File: src/rtl/fifo_to_axis.sv
// Converts a registered-output FIFO read port into an AXI-Stream master with tlast every PKT_LEN beats.
// First beat appears 2 cycles after a non-empty FIFO is seen; a 2-entry skid buffer keeps 1 beat/cycle and never over-reads under backpressure.
module fifo_to_axis #(
    parameter int DATA_WIDTH = 32,
    parameter int PKT_LEN    = 256
) (
    input  logic                  rd_clk,
    input  logic                  rd_rst_n,
    input  logic [DATA_WIDTH-1:0] fifo_dout,
    input  logic                  fifo_empty,
    output logic                  fifo_rd_en,
    output logic [DATA_WIDTH-1:0] m_axis_tdata,
    output logic                  m_axis_tvalid,
    input  logic                  m_axis_tready,
    output logic                  m_axis_tlast
);

    localparam int BW = $clog2(PKT_LEN + 1);
    localparam logic [BW-1:0] LAST_BEAT = BW'(PKT_LEN - 1);

    logic [DATA_WIDTH-1:0] head;
    logic [DATA_WIDTH-1:0] tail;
    logic [1:0]            count;
    logic                  pending;
    logic [BW-1:0]         beat;

    logic       pop;
    logic [1:0] count_ap;
    logic [2:0] occ;

    assign pop      = m_axis_tvalid & m_axis_tready;
    assign count_ap = count - {1'b0, pop};
    // Words already owned by this block (buffered plus the read still in flight) after this cycle's pop.
    assign occ      = {1'b0, count_ap} + {2'b00, pending};

    assign fifo_rd_en    = rd_rst_n & ~fifo_empty & (occ < 3'd2);
    assign m_axis_tvalid = (count != 2'd0);
    assign m_axis_tdata  = head;
    assign m_axis_tlast  = m_axis_tvalid & (beat == LAST_BEAT);

    always_ff @(posedge rd_clk or negedge rd_rst_n) begin
        if (!rd_rst_n) begin
            head    <= '0;
            tail    <= '0;
            count   <= 2'd0;
            pending <= 1'b0;
            beat    <= '0;
        end else begin
            pending <= fifo_rd_en;
            count   <= count_ap + {1'b0, pending};

            // Capture lands in the first free slot after the pop; a pop from a full buffer shifts tail forward.
            if (pending && (count_ap == 2'd0)) begin
                head <= fifo_dout;
            end else if (pop && (count == 2'd2)) begin
                head <= tail;
            end

            if (pending && (count_ap == 2'd1)) begin
                tail <= fifo_dout;
            end

            if (pop) begin
                beat <= (beat == LAST_BEAT) ? '0 : beat + BW'(1);
            end
        end
    end

endmodule

File: config.mk
export PLATFORM = sky130hd
export DESIGN_NAME = fifo_to_axis
export DESIGN_NICKNAME = d
export VERILOG_FILES = /design/src/rtl/fifo_to_axis.sv
export SDC_FILE = /design/constraint.sdc
export NUM_CORES = 1
export LEC_CHECK = 0
export CAP_MARGIN = 20
export CORE_AREA = 2 2 83 85
export CTS_BUF_LIST = sky130_fd_sc_hd__clkbuf_4 sky130_fd_sc_hd__clkbuf_8
export CTS_CLUSTER_SIZE = 40
export DETAILED_ROUTE_END_ITERATION = 10
export DIE_AREA = 0 0 85 87
export GPL_TIMING_DRIVEN = 0
export HOLD_SLACK_MARGIN = 0.02
export PLACE_DENSITY = 0.88
export REMOVE_ABC_BUFFERS = 1
export SLEW_MARGIN = 5
export SYNTH_ARGS = -nofsm -noshare
export SYNTH_HDL_FRONTEND = slang
export SYNTH_SLANG_ARGS = --single-unit
File: constraint.sdc
create_clock -name rd_clk -period 6.6 [get_ports rd_clk]
set_clock_uncertainty 0.1 [all_clocks]
set_input_delay 0.99 -clock rd_clk [delete_from_list [all_inputs] [get_ports rd_clk]]
set_output_delay 0.99 -clock rd_clk [all_outputs]
set_load 0.005 [all_outputs]
Word-level counts from Yosys, hierarchy flattened
Cells that the tools add are included.
{ "word_totals": {"out_inout_bits": 35, "ff_bits": 76, "input_bits": 36, "wordCells": 27} }
{ "op_classes": {"order_cmp": 1, "n_eq_ne": 3, "n_reduce_logical": 6, "muxes": 3, "bitwise": 5, "addsub": 4} }
{ "ops": {"columns": ["op", "n"], "rows": [
  ["$mux 32", 2],
  ["$add 9x1->9 const B", 1],
  ["$eq 9x8->1 const B", 1],
  ["$mux 9", 1],
  ["$and 1x1->1", 4],
  ["$reduce_bool 2->1", 2],
  ["$add 2x1->3", 1],
  ["$logic_and 1x1->1", 3],
  ["$lt 3x2->1 const B", 1],
  ["$add 2x1->2", 1],
  ["$eq 2x1->1 const B", 1],
  ["$eq 2x2->1 const B", 1],
  ["$logic_not 2->1", 1],
  ["$sub 2x1->2", 1],
  ["$not 1->1", 1]
]} }

Longest topological paths before layout
{ "depth": {"word_depth": 6, "ltp_mapped": 9, "mapped_depth_nobuf": 9} }

Least setup slack after synthesis
No wires, ideal clock.
{ "synth_timing": {"path_type": "input to output", "from": "input m_axis_tready", "to": "output fifo_rd_en", "arrival_time_ps": 2096, "slack_ps": 3414, "n_path_buf": 0, "stages": 9, "required_time_ps": 5510, "path_cell_list": "o21ai_2 > inv_1 > ha_1 > inv_1 > ha_1 > inv_1 > ha_1 > nand2_1 > nor2_1"} }
{ "synth_via": {"elab_chain_len": 5} }
{ "synth_lines": {"columns": ["element", "line_no", "text"], "rows": [
  ["start, declared", "14", "input logic m_axis_tready,"],
  ["$and 1x1->1", "31", "assign pop = m_axis_tvalid & m_axis_tready;"],
  ["named net pop", "27", "logic pop;"],
  ["$sub 2x1->2", "32", "assign count_ap = count - {1'b0, pop};"],
  ["$add 2x1->3", "34", "assign occ = {1'b0, count_ap} + {2'b00, pending};"],
  ["$lt 3x2->1", "36", "assign fifo_rd_en = rd_rst_n & ~fifo_empty & (occ < 3'd2);"],
  ["$and 1x1->1", "36", null],
  ["end, declared", "11", "output logic fifo_rd_en,"]
]} }
The timed path passes the listed nets, and every way through them passes these cells.

Worst setup path after layout
Same ends and word-level chain as after synthesis.

==> flow_summary.json <==
{
  "critPathArrivalTime_ns": 3.31,
  "min_period_ns": 4.40,
  "slowest_stage": "clkdlybuf4s50_1",
  "grt_pass1_vias": 2351,
  "required_ns": 5.51,
  "hold_viol": 0,
  "nNetsFinal": 344,
  "htreeDepth": 3,
  "setup_tns_ns": 0,
  "cts_root_buf": "clkbuf_8",
  "dp.final_hpwl_mm": 4.26,
  "gp_congestion": 0.688,
  "yosysSeqAreaShare_pct": 52.1,
  "post-route-util_pct": 70.0,
  "critPathBufInv": 5,
  "cts_hold_buf": 0,
  "wirelength_mm": 6.51,
  "synth_flop_cell": "dfrtp_1",
  "cts_buffer_depth": 2,
  "grt_first_pass_wirelength_mm": 11.1,
  "max_stage_delay_ns": 0.51,
  "relSlewSlack_pct": 37.1,
  "io_buffer_count": 70,
  "fin_crit_sh_pct": 66.6,
  "routedWlPerCell_um": 16.7,
  "first_pass_iters": 4,
  "drt_iter0_markers": 38,
  "die_h_um": 87,
  "cpLargestDelayFamily": "buffers and inverters",
  "die-area_um2": 7400,
  "n_fill_cell": 432,
  "cts_tree": "built",
  "dpl.cell_count": 373,
  "post-cts-setup-buffer-count": 0,
  "tightest_slew_ns": 0.943,
  "grt-ovfl-total": 0,
  "num_rows": 30,
  "status": "complete, no violations",
  "via_per_inst": 5.41,
  "synthTopCellsByArea": "dfrtp_1 52%, mux2_4 25%, mux2_2 10%",
  "n_antenna_cell": 0,
  "antenna_found_initial": 0,
  "setup-violations-final": 0,
  "yosys-top-cells-count": "76 x dfrtp_1, 62 x mux2_4, 34 x mux2_2",
  "drive_above_1_share_pct": 39.2,
  "yosysMostFrequentCell": "dfrtp_1",
  "syn_area_per_cell_um2": 15.9,
  "async_flop_share_pct": 100,
  "die_w_um": 85,
  "holdWs_ns": 0.375,
  "synth.distinct_cells": 30,
  "synth_top_area_share_pct": 52.1,
  "area_growth_pct": 26.0,
  "synth_area_um2": 3650,
  "core_area_um2": 6570,
  "max_clock_freq_ghz": 0.227,
  "synthCells": 230,
  "critPathLaunchType": "primary input",
  "drv_slew": 0,
  "cp_max_fo": 9,
  "clkSlewWorstSetupHoldPaths_ns": 0.08,
  "cts_inserted_buffers": 9,
  "vias": 2103,
  "placed_area_um2": 4400,
  "yosys.area.top_type": "dfrtp_1",
  "critPathCaptureType": "output pin",
  "clkLatencyLatePin_ns": 0.34,
  "power_density_nw_per_um2": 458,
  "maxCapViolations": 0,
  "stdcell_count": 389,
  "ctsResizeCount": 0,
  "grt_start_max_net_pins": 69,
  "grt_usage_pct": 19.0,
  "path_cells": "clkdlybuf4s50_1 > o21ai_2 > inv_1 > ha_1 > inv_1 > ha_1 > inv_1 > ha_1 > nand2_1 > nor2_1 > clkdlybuf4s50_1",
  "critPathKind": "in2out",
  "hold_path.class": "in2async",
  "ir_worst_vdd_mv": 0.235,
  "drc": 0,
  "synth_seq_cells": 76,
  "drtAntennaViolNets": 0,
  "stdcell_area_um2": 4600,
  "synth_edf_count": 0,
  "leakage_nw": 2.21,
  "ys_warn_count": 0,
  "pin_count": 71,
  "initial_core_util_pct": 55.6,
  "cts_sinks": 76,
  "rsz0062_at_grt": "false"
}
[report_power, final]
group	switching, mW	internal (mW)
Clock	0.172	0.179
Combinational	0.269	0.664
Sequential	0.137	0.685
Total	0.577	1.53
[layer usage]
| layer | wire length (µm) | vias up | part of all wire, % | track usage (%) |
|---|---|---|---|---|
| li1 | - | 975 | - | - |
| met1 | 2820 | 1075 | 43 | 23.2 |
| met2 | 3340 | 46 | 51 | 33.2 |
| met3 | 258 | 7 | 4.0 | 3.60 |
| met4 | 94 | 0 | 1.4 | 7.79 |
| met5 | 0 | - | 0 | 0 |
[cells in the final DEF, fill, tap and decap left out, drive strengths merged, types with 3 or more instances in the layout]
cell type / netlist / routed
clkinv: 0 / 4
o21ai: 4 / 4
clkbuf: 0 / 10
xnor2: 3 / 3
nand2: 7 / 7
inv: 5 / 5
nand3: 4 / 4
nor2: 3 / 3
buf: 9 / 3
clkdlybuf4s50: 0 / 69
dfrtp: 76 / 76
ha: 4 / 4
mux2: 96 / 96
[worst paths after layout]
check	cells after the start	end	startpoint	slack, ns
hold reg to reg	1	beat[6]	beat[6]	0.38
setup reg to reg	6	tail[31]	count[1]	3.53
min in group rd_clk	1	beat[6]	beat[6]	0.38
max in group asynchronous	2	tail[19]	rd_rst_n	5.46
setup / recovery	11	fifo_rd_en	m_axis_tready	2.20
hold / removal	1	tail[26]	rd_rst_n	0.37
[stage by stage]
step	setup slack (ns)	power, mW
after floorplan	3.41	1.42
after global placement	0.634	1.72
after detailed placement	2.20	1.77
after CTS	2.18	2.13
after global routing	1.99	2.23
final	2.20	2.11
[registers in the layout, indices dropped and copies added (netlist names)]
register,flops
beat,9
m_axis_tdata,32
count,2
tail,32
pending,1
[logic make-up after synthesis]
group | synth area share [%]
buffers and inverters | 3.29
muxes | 36.0
adders and majority gates | 1.37
and+or+nand+nor | 4.11
xor gates and xnor gates | 1.17
DFF | 52.1
AOI/OAI and AO/OA | 2.02
[area by class of cell]
class	count	area, µm²	area share [%]
multi-input combinational	140	1630	35.4
inverter	5	18.8	0.408
tap	80	100	2.18
timing repair buffer	72	753	16.4
clock inverter	6	65.1	1.41
sequential	76	1900	41.3
clock buffer	10	131	2.86
(Power assumes the default switching activity.)
==> RTL change 1: new RTL, same settings <==
Make the reset (`rd_rst_n`) synchronous in one clocked block.
--- a/src/rtl/fifo_to_axis.sv
+++ b/src/rtl/fifo_to_axis.sv
@@ -38,7 +38,7 @@
     assign m_axis_tdata  = head;
     assign m_axis_tlast  = m_axis_tvalid & (beat == LAST_BEAT);
 
-    always_ff @(posedge rd_clk or negedge rd_rst_n) begin
+    always_ff @(posedge rd_clk) begin
         if (!rd_rst_n) begin
             head    <= '0;
             tail    <= '0;
Formal check against the unedited RTL: differs if rd_rst_n is asserted again (counterexample within 4 cycles, from zero or initial values and one cycle with rd_rst_n low); with rd_rst_n held inactive, the same outputs for 10 cycles.
==> RTL change 1 against the original RTL <==
  * Sequential cell count stayed put
  * Area after synthesis shrank 13%
  * Via count increased by 36%
  * Non-clock buffer count up 6
  * Global-route usage increased by 1.5 points
  * Worst hold slack lost 9.3 ps
  * Routed wire length up 15%
  * Total power fell by 26%
  * Cell area down 9.1%
  * Worst setup slack worse by 740 ps
  * Critical path type unchanged
==> RTL change 1: results (changes against the original RTL) <==
| Metric | Value |
|---|---|
| Status | `completed` |
| Worst r2r src | `count[1]$_SDFF_PN0_` |
| Critical-path top delay cell | `xor2_2` |
| Complex-gate fraction of the synthesized area | `0.236 (+0.216)` |
| Area contributors post-synth | `dfxtp_1 48%, o21ai_0 11%, a21oi_1 11%` |
| Leak | `1.63 nW (-26%)` |
| Post-route ant nets | `0 (unchanged)` |
| Reg2Reg Setup Slack | `3640 ps (+110 ps)` |
| Hold wc startpoint | `beat[8]$_SDFFE_PN0P_` |
| Prevailing post-synth register cell | `dfxtp_1` |
| Worst slew pin tran | `1070 ps (+130 ps)` |
| Yosys cell types | `35 (+17%)` |
| Met2 GRT Util | `0.343 (+0.0107)` |
| Placement Cell Area | `3950 um2 (-10%)` |
| Port bufs | `70 (unchanged)` |
| Clock Tree Buf Depth | `2 (unchanged)` |
| Most frequent cells after synthesis | `76 x dfxtp_1, 69 x o21ai_0, 68 x a21oi_1` |
| Largest stage delay on the critical path | `570 ps (+60 ps)` |
| Worst Path Arrival | `4040 ps (+730 ps)` |
| CP max FO | `26 (+17)` |
| Worst VDD drop | `247 uV (+5.0%)` |
| Largest net degree at the start of global routing | `38 (-45%)` |
| # nets final | `457 (+33%)` |
| Fill cells | `561 (+30%)` |
| Placer Congestion | `0.770 (+12%)` |
| Met1 Use GR | `0.262 (+0.0295)` |
| GR Util met3 | `0.0502 (+0.0142)` |
| First-pass GRT wire length | `12.2 mm (+10%)` |
| Iter 0 DRT Violations | `134 (+250%)` |
| Worst reg-to-reg path cell count | `9 (+3)` |
| Synth Area in Adders | `0.0158 (+0.00206)` |
| Post-synthesis xor/xnor area fraction | `0.00552 (-0.00613)` |
| Tightest Hold Check Type | `flip-flop to flip-flop` |
| Hold slack | `365 ps (-9.27 ps)` |
| Sw Share | `0.347 (+0.0723)` |
| Multiplexer area fraction after synthesis | `0.101 (-0.259)` |
| HPWL after DPL | `5.06 mm (+19%)` |
| GR Util All Layers | `0.206 (+0.0154)` |
| Vias per cell | `5.68 (+5.0%)` |
| Seq/Total Area, Yosys | `0.479 (-0.0414)` |
| DR DRC count | `0 (unchanged)` |
| Reg2Reg Capture Point | `count[1]$_SDFF_PN0_` |
| Ratio of cells with drive above 1 in the final layout | `0.0735 (-0.318)` |
| Ys async rst share | `0 (-1.00)` |
| Mean routed wirelength per cell | `14.9 um (-11%)` |
==> RTL change 1: cell count changes in the layout (fill, tap and decap cells not counted), sizes merged, moves of 3 or more <==
| cell | change |
|---|---|
| xnor2 | -3 |
| buf | +5 |
| mux2 | -96 |
| dfxtp | +76 |
| nand2 | -3 |
| o21ai | +66 |
| a21oi | +66 |
| or3 | +3 |
| nand3 | +33 |
| mux2i | +32 |
| dfrtp | -76 |
| inv | +4 |
==> RTL change 1: layout make-up <==
type	instances	share of cell area
sequential	76	0.364
multi-input combinational	244	0.353
timing repair buffer	78	0.204
clock buffer	10	0.0329
tap	80	0.0239
clock inverter	6	0.0147
inverter	8	0.00718
==> RTL change 1: layer usage <==
layer	vias to the layer above	wire, um
met5	-	0
met4	0	102
met3	10	396
met2	86	3640
met1	1333	3330
li1	1421	-
==> RTL change 1: through the flow <==
stage / power (mW) / setup slack [ps] / std cells / utilization
floorplan: 0.886 / 2060 / 328 / -
global placement: 1.12 / -213 / 478 / 0.581
detailed placement: 1.19 / 1210 / 485 / 0.602
CTS: 1.54 / 1190 / 501 / 0.632
global route: 1.66 / 1320 / 502 / 0.636
finish: 1.57 / 1470 / 502 / 0.636
==> RTL change 1: power by group through the flow <==
| stage | registers (mW) | logic (mW) | clock network [mW] |
|---|---|---|---|
| after floorplan | 0.602 | 0.284 | 0 |
| after global placement | 0.602 | 0.514 | 0 |
| after detailed placement | 0.608 | 0.583 | 0 |
| final | 0.597 | 0.616 | 0.355 |
| after global routing | 0.608 | 0.674 | 0.383 |
| after CTS | 0.597 | 0.586 | 0.359 |
==> RTL change 2: new RTL, same settings <==
Made on the original files. `PKT_LEN`: 256 -> 1024.
--- a/src/rtl/fifo_to_axis.sv
+++ b/src/rtl/fifo_to_axis.sv
@@ -2,7 +2,7 @@
 // First beat appears 2 cycles after a non-empty FIFO is seen; a 2-entry skid buffer keeps 1 beat/cycle and never over-reads under backpressure.
 module fifo_to_axis #(
     parameter int DATA_WIDTH = 32,
-    parameter int PKT_LEN    = 256
+    parameter int PKT_LEN    = 1024
 ) (
     input  logic                  rd_clk,
     input  logic                  rd_rst_n,
Check against the original RTL: same outputs for any inputs over 10 cycles, from zero or initial values and one cycle with rd_rst_n low; that may be too few to reach the edited logic, so the function may still have changed.
==> RTL change 2 against the original RTL <==
  * Synthesized cell count rose by 19%
  * Worst setup slack improved by 150 ps
  * Area after synthesis fell by 5.1%
  * Sequential cell count up 2
  * Largest cell class unchanged
  * Clock power increased by 18%
  * Routed wire length up 0.41%
  * Cell area decreased by 2.7%
  * Total power down 11%
  * Utilization fell by 1.9 points
  * Non-clock buffer count rose by 1
==> RTL change 2: results (changes against the original RTL) <==
| Metric | Value |
|---|---|
| Pre-CTS WS | `2340 ps (+144 ps)` |
| First-pass GRT wire length | `11.5 mm (+4.1%)` |
| Hold slack | `384 ps (+9.22 ps)` |
| Placer Congestion | `0.735 (+6.7%)` |
| Ratio of cells with drive above 1 in the final layout | `0.164 (-0.227)` |
| # nets final | `384 (+12%)` |
| Worst VDD drop | `205 uV (-13%)` |
| GR Util All Layers | `0.196 (+0.00559)` |
| Clk pwr share | `0.220 (+0.053)` |
| Total Routed Length | `6.54 mm (+0.41%)` |
| Most frequent cells after synthesis | `78 x dfrtp_1, 40 x nand2_1, 33 x o21ai_0` |
| Reg2Reg Capture Point | `tail[16]$_DFFE_PN0P_` |
| Comb pwr share | `0.349 (-0.094)` |
| Yosys cell types | `28 (-6.7%)` |
| Internal cell power | `1.34 mW (-12%)` |
| Vias per cell | `5.20 (-3.8%)` |
| Post-synthesis xor/xnor area fraction | `0.0227 (+0.0111)` |
| Status | `completed` |
| Number of global-route vias before repair | `2,453 (+4.3%)` |
| Multiplexer area fraction after synthesis | `0.229 (-0.131)` |
| Final worst slack | `2360 ps (+152 ps)` |
| Synth Area in Adders | `0.0144 (+0.000737)` |
| Reg2Reg Setup Slack | `3800 ps (+270 ps)` |
| Worst Path Arrival | `3150 ps (-160 ps)` |
| Leak | `1.96 nW (-11%)` |
| Sw Share | `0.285 (+0.0104)` |
| # placed instances | `413 (+11%)` |
| Worst reg-to-reg path cell count | `7 (+1)` |
| Placement Cell Area | `4250 um2 (-3.5%)` |
| Largest net degree at the start of global routing | `53 (-23%)` |
| Syn Area/Cell | `12.7 um2 (-20%)` |
| Complex-gate fraction of the synthesized area | `0.0545 (+0.0343)` |
| Tightest Hold Check Type | `flip-flop to flip-flop` |
| Final cell count without fillers | `427 (+9.8%)` |
| Area contributors post-synth | `dfrtp_1 56%, mux2_4 13%, mux2i_1 9.2%` |
RTL change 2: layout make-up:
class / count / area (um2) / share of cell area
Clock buffer: 9 / 124 / 0.0277
Multi-Input combinational cell: 177 / 1410 / 0.314
Clock inverter: 5 / 100 / 0.0224
Timing Repair Buffer: 73 / 773 / 0.173
Sequential cell: 78 / 1950 / 0.436
Inverter: 5 / 18.8 / 0.00419
Tap cell: 80 / 100 / 0.0224
RTL change 2: metal layers:
| layer | global-route usage | vias to the layer above | part of all wire | routed length [um] |
|---|---|---|---|---|
| li1 | - | 1075 | - | - |
| met1 | 0.263 | 1077 | 0.48 | 3130 |
| met2 | 0.313 | 58 | 0.46 | 3020 |
| met3 | 0.0521 | 10 | 0.049 | 321 |
| met4 | 0.0620 | 0 | 0.011 | 70 |
| met5 | 0 | - | 0 | 0 |
